==> src/rtl/mem_port_arbiter.sv <==
// mem_port_arbiter
//   Lets two requesters share one fixed-latency data-memory port through a req/ack
//   handshake. Port 0 (CPU datapath) has fixed priority over port 1 (auxiliary master).
//   Port 1 is forced through after STARVE_LIMIT consecutive port-0 grants while it waits.
//   Each access walks IDLE -> ACCESS (MEM_LATENCY cycles) -> RESP. There is no bypass,
//   so every access costs MEM_LATENCY+2 cycles.
//
// Parameters
//   MEM_LATENCY   cycles from address valid to read data valid (>= 1)
//   STARVE_LIMIT  port-0 grants while port 1 is pending before port 1 wins
//
// Ports
//   iCLK, iRST                clock, synchronous active-high reset
//   iReqN/iWeN/iAddrN/        port N request; fields are held stable until oAckN
//   iWDataN/iBEN
//   oAckN                     one-cycle completion pulse for port N
//   oRDataN                   port N read data; valid with oAckN, held until the next oAckN
//   oMemAddr/oMemWData/       memory-side address, data, byte enables and strobes;
//   oMemBE/oMemWE/oMemRE      all zero outside ACCESS
//   iMemRData                 memory read data
//   oGrant                    one-hot owner in ACCESS/RESP; zero when idle
//   oBusy                     high whenever the FSM is not idle
module mem_port_arbiter #(
  parameter int unsigned MEM_LATENCY  = 1,
  parameter int unsigned STARVE_LIMIT = 4
) (
  input  logic        iCLK,
  input  logic        iRST,
  input  logic        iReq0,
  input  logic        iWe0,
  input  logic [31:0] iAddr0,
  input  logic [31:0] iWData0,
  input  logic [3:0]  iBE0,
  output logic        oAck0,
  output logic [31:0] oRData0,
  input  logic        iReq1,
  input  logic        iWe1,
  input  logic [31:0] iAddr1,
  input  logic [31:0] iWData1,
  input  logic [3:0]  iBE1,
  output logic        oAck1,
  output logic [31:0] oRData1,
  output logic [31:0] oMemAddr,
  output logic [31:0] oMemWData,
  output logic [3:0]  oMemBE,
  output logic        oMemWE,
  output logic        oMemRE,
  input  logic [31:0] iMemRData,
  output logic [1:0]  oGrant,
  output logic        oBusy
);

  localparam int unsigned LatW    = (MEM_LATENCY > 1) ? $clog2(MEM_LATENCY) : 1;
  localparam int unsigned StarveW = (STARVE_LIMIT > 0) ? $clog2(STARVE_LIMIT + 1) : 1;
  localparam logic [LatW-1:0]    LatInit   = LatW'(MEM_LATENCY - 1);
  localparam logic [StarveW-1:0] StarveMax = StarveW'(STARVE_LIMIT);

  typedef enum logic [1:0] {StIdle, StAccess, StResp} state_e;

  state_e              r_state;
  logic [LatW-1:0]     r_lat_cnt;
  logic [StarveW-1:0]  r_starve_cnt;
  logic                r_we;

  logic w_any_req;
  logic w_pick1;

  assign w_any_req = iReq0 | iReq1;
  // Port 1 wins when it is alone, or when port 0 has starved it long enough.
  assign w_pick1   = iReq1 & (~iReq0 | (r_starve_cnt == StarveMax));

  always_ff @(posedge iCLK) begin
    if (iRST) begin
      r_state      <= StIdle;
      r_lat_cnt    <= '0;
      r_starve_cnt <= '0;
      r_we         <= 1'b0;
      oAck0        <= 1'b0;
      oAck1        <= 1'b0;
      oRData0      <= '0;
      oRData1      <= '0;
      oMemAddr     <= '0;
      oMemWData    <= '0;
      oMemBE       <= '0;
      oMemWE       <= 1'b0;
      oMemRE       <= 1'b0;
      oGrant       <= '0;
      oBusy        <= 1'b0;
    end else begin
      oAck0 <= 1'b0;
      oAck1 <= 1'b0;
      unique case (r_state)
        StIdle: begin
          if (w_any_req) begin
            r_state   <= StAccess;
            r_lat_cnt <= LatInit;
            oBusy     <= 1'b1;
            // The memory-side output registers double as the latched request fields.
            if (w_pick1) begin
              oGrant       <= 2'b10;
              r_we         <= iWe1;
              oMemAddr     <= iAddr1;
              oMemWData    <= iWData1;
              oMemBE       <= iBE1;
              oMemWE       <= iWe1;
              oMemRE       <= ~iWe1;
              r_starve_cnt <= '0;
            end else begin
              oGrant    <= 2'b01;
              r_we      <= iWe0;
              oMemAddr  <= iAddr0;
              oMemWData <= iWData0;
              oMemBE    <= iBE0;
              oMemWE    <= iWe0;
              oMemRE    <= ~iWe0;
              if (iReq1 && (r_starve_cnt != StarveMax)) begin
                r_starve_cnt <= r_starve_cnt + 1'b1;
              end
            end
          end
        end
        StAccess: begin
          // Write strobe lasts for the first access cycle only.
          oMemWE <= 1'b0;
          if (r_lat_cnt == '0) begin
            r_state   <= StResp;
            oMemAddr  <= '0;
            oMemWData <= '0;
            oMemBE    <= '0;
            oMemRE    <= 1'b0;
            oAck0     <= oGrant[0];
            oAck1     <= oGrant[1];
            if (!r_we) begin
              if (oGrant[1]) begin
                oRData1 <= iMemRData;
              end else begin
                oRData0 <= iMemRData;
              end
            end
          end else begin
            r_lat_cnt <= r_lat_cnt - 1'b1;
          end
        end
        StResp: begin
          r_state <= StIdle;
          oGrant  <= '0;
          oBusy   <= 1'b0;
        end
        default: r_state <= StIdle;
      endcase
    end
  end

endmodule

==> config.mk <==
export PLATFORM = sky130hd
export DESIGN_NAME = mem_port_arbiter
export DESIGN_NICKNAME = d
export VERILOG_FILES = /design/src/rtl/mem_port_arbiter.sv
export SDC_FILE = /design/constraint.sdc
export NUM_CORES = 1
export LEC_CHECK = 0
export ABC_AREA = 1
export ABC_CLOCK_PERIOD_IN_PS = 2400
export BUFFER_PORTS_ARGS = -buffer_cell sky130_fd_sc_hd__buf_4
export CAP_MARGIN = 20
export CORE_UTILIZATION = 45
export CTS_CLUSTER_DIAMETER = 200
export DETAILED_ROUTE_END_ITERATION = 16
export PLACE_DENSITY_LB_ADDON = 0.15
export SLEW_MARGIN = 20
export SYNTH_ARGS = -nofsm -noshare
export SYNTH_HDL_FRONTEND = slang
export SYNTH_SLANG_ARGS = --single-unit
==> constraint.sdc <==
create_clock -name iCLK -period 2.4 [get_ports iCLK]
set_clock_uncertainty 0.15 [all_clocks]
set_input_delay 0.36 -clock iCLK [delete_from_list [all_inputs] [get_ports iCLK]]
set_output_delay 0.36 -clock iCLK [all_outputs]
set_load 0.05 [all_outputs]
== Word level (Yosys, flattened, before mapping) ==
Cells that the tools add are included.
Widths: inputs -> output; s select.

* Logic and storage cells: 78
* Register bits after elaboration: 146
* Output and inout bits: 139
* Bits of input ports: 174

* Muxes and demuxes: 31
* Add/subtract/negate cells: 2
* Reduce and logical (&&, ||, !) cells: 14
* Bitwise logic cells: 10
* Equality and inequality tests: 6

{| class="wikitable"
|+ Operator list
! operator !! number
|-
| $mux 32 || 5
|-
| $pmux 32 s2 || 2
|-
| $mux 4 || 3
|-
| $mux 1 || 8
|-
| $mux 2 || 4
|-
| $pmux 1 s2 || 4
|-
| $pmux 2 s2 || 2
|-
| $pmux 4 s2 || 1
|-
| $reduce_and 2->1 || 4
|-
| $reduce_and 4->1 || 2
|-
| $not 1->1 || 7
|-
| $mux 3 || 2
|-
| $reduce_and 3->1 || 2
|-
| $reduce_bool 2->1 || 3
|-
| $ne 2x2->1 const B || 2
|-
| $add 3x1->3 const B || 1
|-
| $eq 3x3->1 const B || 1
|-
| $ne 3x3->1 const B || 1
|-
| $reduce_or 3->1 || 1
|-
| $eq 2x1->1 const B || 1
|-
| $eq 2x2->1 const B || 1
|-
| $logic_not 2->1 || 1
|-
| $or 1x1->1 || 2
|-
| $and 1x1->1 || 1
|-
| other kinds (2) || 2
|}

== Depth between registers and ports, before layout ==
* Depth after elaboration: 6
* Depth in mapped cells: 11
* Depth with buffers taken out: 9

== Worst setup path after synthesis ==
No wires, ideal clock.

* Path kind: flip-flop to flip-flop
* From: register oGrant[1]
* To: register oRData0[20]
* Library setup time: 64 ps
* Arrival: 1365 ps
* Period minus slack after synthesis: 1580 ps
* Buffers on the path: 1
* Path slack: 820 ps
* Stages on the path, launching flop included: 6
* Required time: 2186 ps
* Cell sequence: dfxtp_1 inv_1 nand3_2 clkbuf_1 o21ai_1 nor2_1

* Longest elaborated chain between the ends: 2

{| class="wikitable"
|+ Ends and longest elaborated chain
! what !! line !! source
|-
| start: declaration || 49 || <nowiki>output logic [1:0] oGrant,</nowiki>
|-
| start signal: assignment || 87 || <nowiki>oGrant <= '0;</nowiki>
|-
| start signal: assignment || 100 || <nowiki>oGrant <= 2'b10;</nowiki>
|-
| start signal: assignment || 109 || <nowiki>oGrant <= 2'b01;</nowiki>
|-
| $not 1->1 (no source line) || -- ||
|-
| $reduce_and 4->1 (no source line) || -- ||
|-
| end signal: assignment || 137 || <nowiki>oRData0 <= iMemRData;</nowiki>
|-
| end: declaration || 35 || <nowiki>output logic [31:0] oRData0,</nowiki>
|}

No other way between the ends.
A chain may end at the register's enable or synchronous reset.

== Worst setup path in the final report ==
* From: register r_starve_cnt[1]
* To: register oMemAddr[27]

* Longest elaborated chain between the ends: 6

{| class="wikitable"
|+ Ends and longest elaborated chain
! what !! line !! source
|-
| start: declaration || 62 || <nowiki>logic [StarveW-1:0] r_starve_cnt;</nowiki>
|-
| start signal: assignment || 117 || <nowiki>r_starve_cnt <= r_starve_cnt + 1'b1;</nowiki>
|-
| $eq 3x3->1 || 70 || <nowiki>assign w_pick1 = iReq1 & (~iReq0 | (r_starve_cnt == StarveMax));</nowiki>
|-
| $or 1x1->1 || 70 ||
|-
| $and 1x1->1 || 70 ||
|-
| $mux 32 || 99 || <nowiki>if (w_pick1) begin</nowiki>
|-
| $mux 32 || 94 || <nowiki>if (w_any_req) begin</nowiki>
|-
| $pmux 32 s2 || 92 || <nowiki>unique case (r_state)</nowiki>
|-
| end signal: assignment || 102 || <nowiki>oMemAddr <= iAddr1;</nowiki>
|-
| end signal: assignment || 111 || <nowiki>oMemAddr <= iAddr0;</nowiki>
|-
| end: declaration || 43 || <nowiki>output logic [31:0] oMemAddr,</nowiki>
|}

No other way between the ends. The select of a mux whose other input is x is not followed.

==> results.yml <==
run_status:
  status: "completed"
die:
  ios: 313
  die_h_um: 122
  dieArea_mm2: 0.0150
  floorplan.initialDensity: 0.466
  num_rows: 43
  core_mm2: 0.0140
  die_width_um: 122
pwr:
  ir_drop_mv: 0.548
  swShare: 0.333
  switchingPower_uw: 2430
  combinationalPowerShare: 0.269
  leakage_uw: 0.00483
  power_density_mw_per_mm2: 767
  power.internal_uw: 4870
  p_seq_frac: 0.369
  clock_power_share: 0.362
clock_tree:
  ctsHtreeMaxLevel: 4
  tritoncts: "done"
  clock-sinks: 145
  cts_buffers: 17
  postCtsSetupBuffers: 0
  clk_latency_ns: 0.41
  clockBufferDepth: 2
  cts_hold_buf: 0
  cts_root_buf: "clkbuf_16"
  clk_pin_slew_ns: 0.06
  cts_resized: 0
finish:
  final_layout_size_suffix_gt1_frac: 0.340
  area_delta_synth_final_pct: 46.3
  fill_cells: 1269
  antennaDiodeCount: 0
  final_nets: 1388
setup_path:
  worst-path-max-fanout: 28
  worst-path-buf-inv: 2
  worstPathRequired_ns: 2.54
  cp_cell_sequence: "inv_1 > ha_1 > nand2_1 > nand2_2 > nand2_2 > nand2_2 > buf_4 > nor2_1 > nor2_1 > nor2_1"
  cpPeakStageDelay_ns: 0.37
  crit_family: "simple AND/OR/NAND/NOR gates"
  r2r_slack_ns: 0.65
  cp_data_arrival_time_ns: 1.90
  slowest_stage: "buf_4"
  crit_path_start_kind: "register"
  worstSetupPathType: "reg2reg"
  cp-end-kind: "register"
routing:
  wl_per_cell_um: 14.8
  routed_wl_mm: 20.8
  via_count: 7140
  first_iter_violations: 543
  vias_per_cell: 5.08
  drt_pass1_iterations: 4
  drtAntennaViolNets: 0
  drt_drc_violations_left: 0
yosys:
  synth_edf_count: 0
  synthMuxAreaShare: 0
  synthCells: 934
  synth_top_family_by_area: "simple AND/OR/NAND/NOR gates"
  synthesis.area_mm2: 0.00652
  synthFlopType: "dfxtp_1"
  ys_seq_elements: 145
  synth_nets: 1110
  synth_top_area_cell: "dfxtp_1"
  syn-mean-instance-area_um2: 6.98
  synth_compound_area_frac: 0.0580
  yosysTopAreaCellShare: 0.445
  synth-adder-area-share: 0.00384
  ys_async_sr_fraction: 0
  synth.distinct_cells: 25
  synth_xor_area_frac: 0.00134
  ys_seq_area_frac: 0.445
  yosys_warnings: 0
  yosys.area_share.simple: 0.389
  synthTopCellsByArea: "dfxtp_1 45%, nor2_1 15%, nand3_1 7.6%, nand4_1 6.5%, o21ai_1 4.6%"
timing:
  finalSetupViolCount: 0
  final.period_utilization: 0.731
  drv_slew: 0
  max_slew_margin: 0.583
  rsz0062_at_grt: "no"
  fmax_mhz: 570
  period_minus_slack_ns: 1.75
  tns_ns: 0
  hold_viol_final: 0
  worst_slack_ns: 0.646
  max_slew.worst_pin.slew_ns: 0.625
  hold_ws_ns: 0.0412
grt:
  overflow: 0
  first_global_vias: 6485
  grt_antenna_before_repair: 0
  grt_max_degree: 59
  grt_pass1_wl_mm: 32.1
  grt_use_total: 0.275
flow_run:
  cap_violations: 0
placed_design:
  gp_congestion: 0.802
  portBuffers: 312
  dp_hpwl_mm: 14.2
  preCtsSetupSlack_ns: 0.590
hold_path:
  hp-class: "in2reg"
## metal layers
metal	track usage	vias up	part of all wire
li1	-	3550	-
met1	0.324	3249	0.40
met2	0.460	295	0.48
met3	0.0716	46	0.084
met4	0.135	0	0.037
met5	0	-	0
## registers in the layout, summed over array words and instances (netlist names)
| signal | count |
|---|---|
| r_starve_cnt | 3 |
| oGrant | 2 |
| oMemRE | 1 |
| oRData1 | 32 |
| oAck0 | 1 |
| oMemWData | 32 |
| oBusy | 1 |
| oMemWE | 1 |
| oMemBE | 4 |
| r_we | 1 |
| oMemAddr | 32 |
| r_state | 2 |
| oRData0 | 32 |
| oAck1 | 1 |
## worst reg2reg max path, cell delays in order, from the launching register on
cell	delay, ns
dfxtp_1	0.33
inv_1	0.07
ha_1	0.13
nand2_1	0.06
nand2_2	0.08
nand2_2	0.06
nand2_2	0.13
buf_4	0.37
nor2_1	0.10
nor2_1	0.12
nor2_1	0.05
## metrics by stage
step	cells	total power (uW)	instance area, um^2	utilization
finish	1405	7310	9530	0.681
global route	1405	7610	9530	0.681
CTS	1405	7350	9530	0.681
detailed placement	1373	4710	8930	0.638
global placement	1373	4700	8930	0.638
floorplan	934	4020	6520	-
## worst paths after layout
path,cells after the start,start,endpoint
worst max-delay path,10,r_starve_cnt[1],oMemAddr[27]
worst min register to register,2,oBusy,oBusy
worst max register to register,10,r_starve_cnt[1],oMemAddr[27]
worst min-delay path,3,iMemRData[26],oRData1[26]
## area by class of cell
cell class,count,area (um^2),share of cell area
Sequential cell,145,2900,0.305
Clock inverter,11,129,0.0135
Tap cell,180,225,0.0236
Timing Repair Buffer,330,2540,0.267
Inverter,84,315,0.0331
Multi-Input combinational cell,634,2950,0.309
Clock buffer,21,470,0.0494
## cells in the mapped netlist (all sizes together) (2+ instances only)
| master | count |
|---|---|
| nand3 | 101 |
| dfxtp | 145 |
| clkbuf | 29 |
| buf | 42 |
| nand2 | 83 |
| inv | 84 |
| nor2 | 301 |
| o21ai | 66 |
| nand4 | 68 |
| a21oi | 8 |
| ha | 2 |
## power by group through the flow
| stage | Clock [uW] | Combinational, uW | Sequential (uW) |
|---|---|---|---|
| detailed placement | 0 | 1970 | 2740 |
| global route | 2780 | 2110 | 2720 |
| finish | 2650 | 1960 | 2700 |
| floorplan | 0 | 677 | 3340 |
| global placement | 0 | 1950 | 2740 |
| CTS | 2680 | 1970 | 2700 |
## placed cells by master (no fill, tap or decap), drive strengths merged
| cell | count |
|---|---|
| a21oi | 8 |
| and3 | 1 |
| buf | 330 |
| bufinv | 2 |
| clkbuf | 21 |
| clkinv | 2 |
| clkinvlp | 5 |
| dfxtp | 145 |
| ha | 2 |
| inv | 86 |
| nand2 | 83 |
| nand3 | 101 |
| nand4 | 68 |
| nor2 | 301 |
| nor3 | 1 |
| nor3b | 1 |
| o21a | 1 |
| o21ai | 66 |
| xor2 | 1 |
## cell families after synthesis
group                    after synthesis
AND/OR/NAND/NOR                      556
buffers and inverters                155
flip-flops                           145
AO/OA/AOI/OAI                         75
adder cells (fa/ha/maj)                2
XOR/XNOR                               1
No activity file was read; power rests on OpenSTA's default activity.
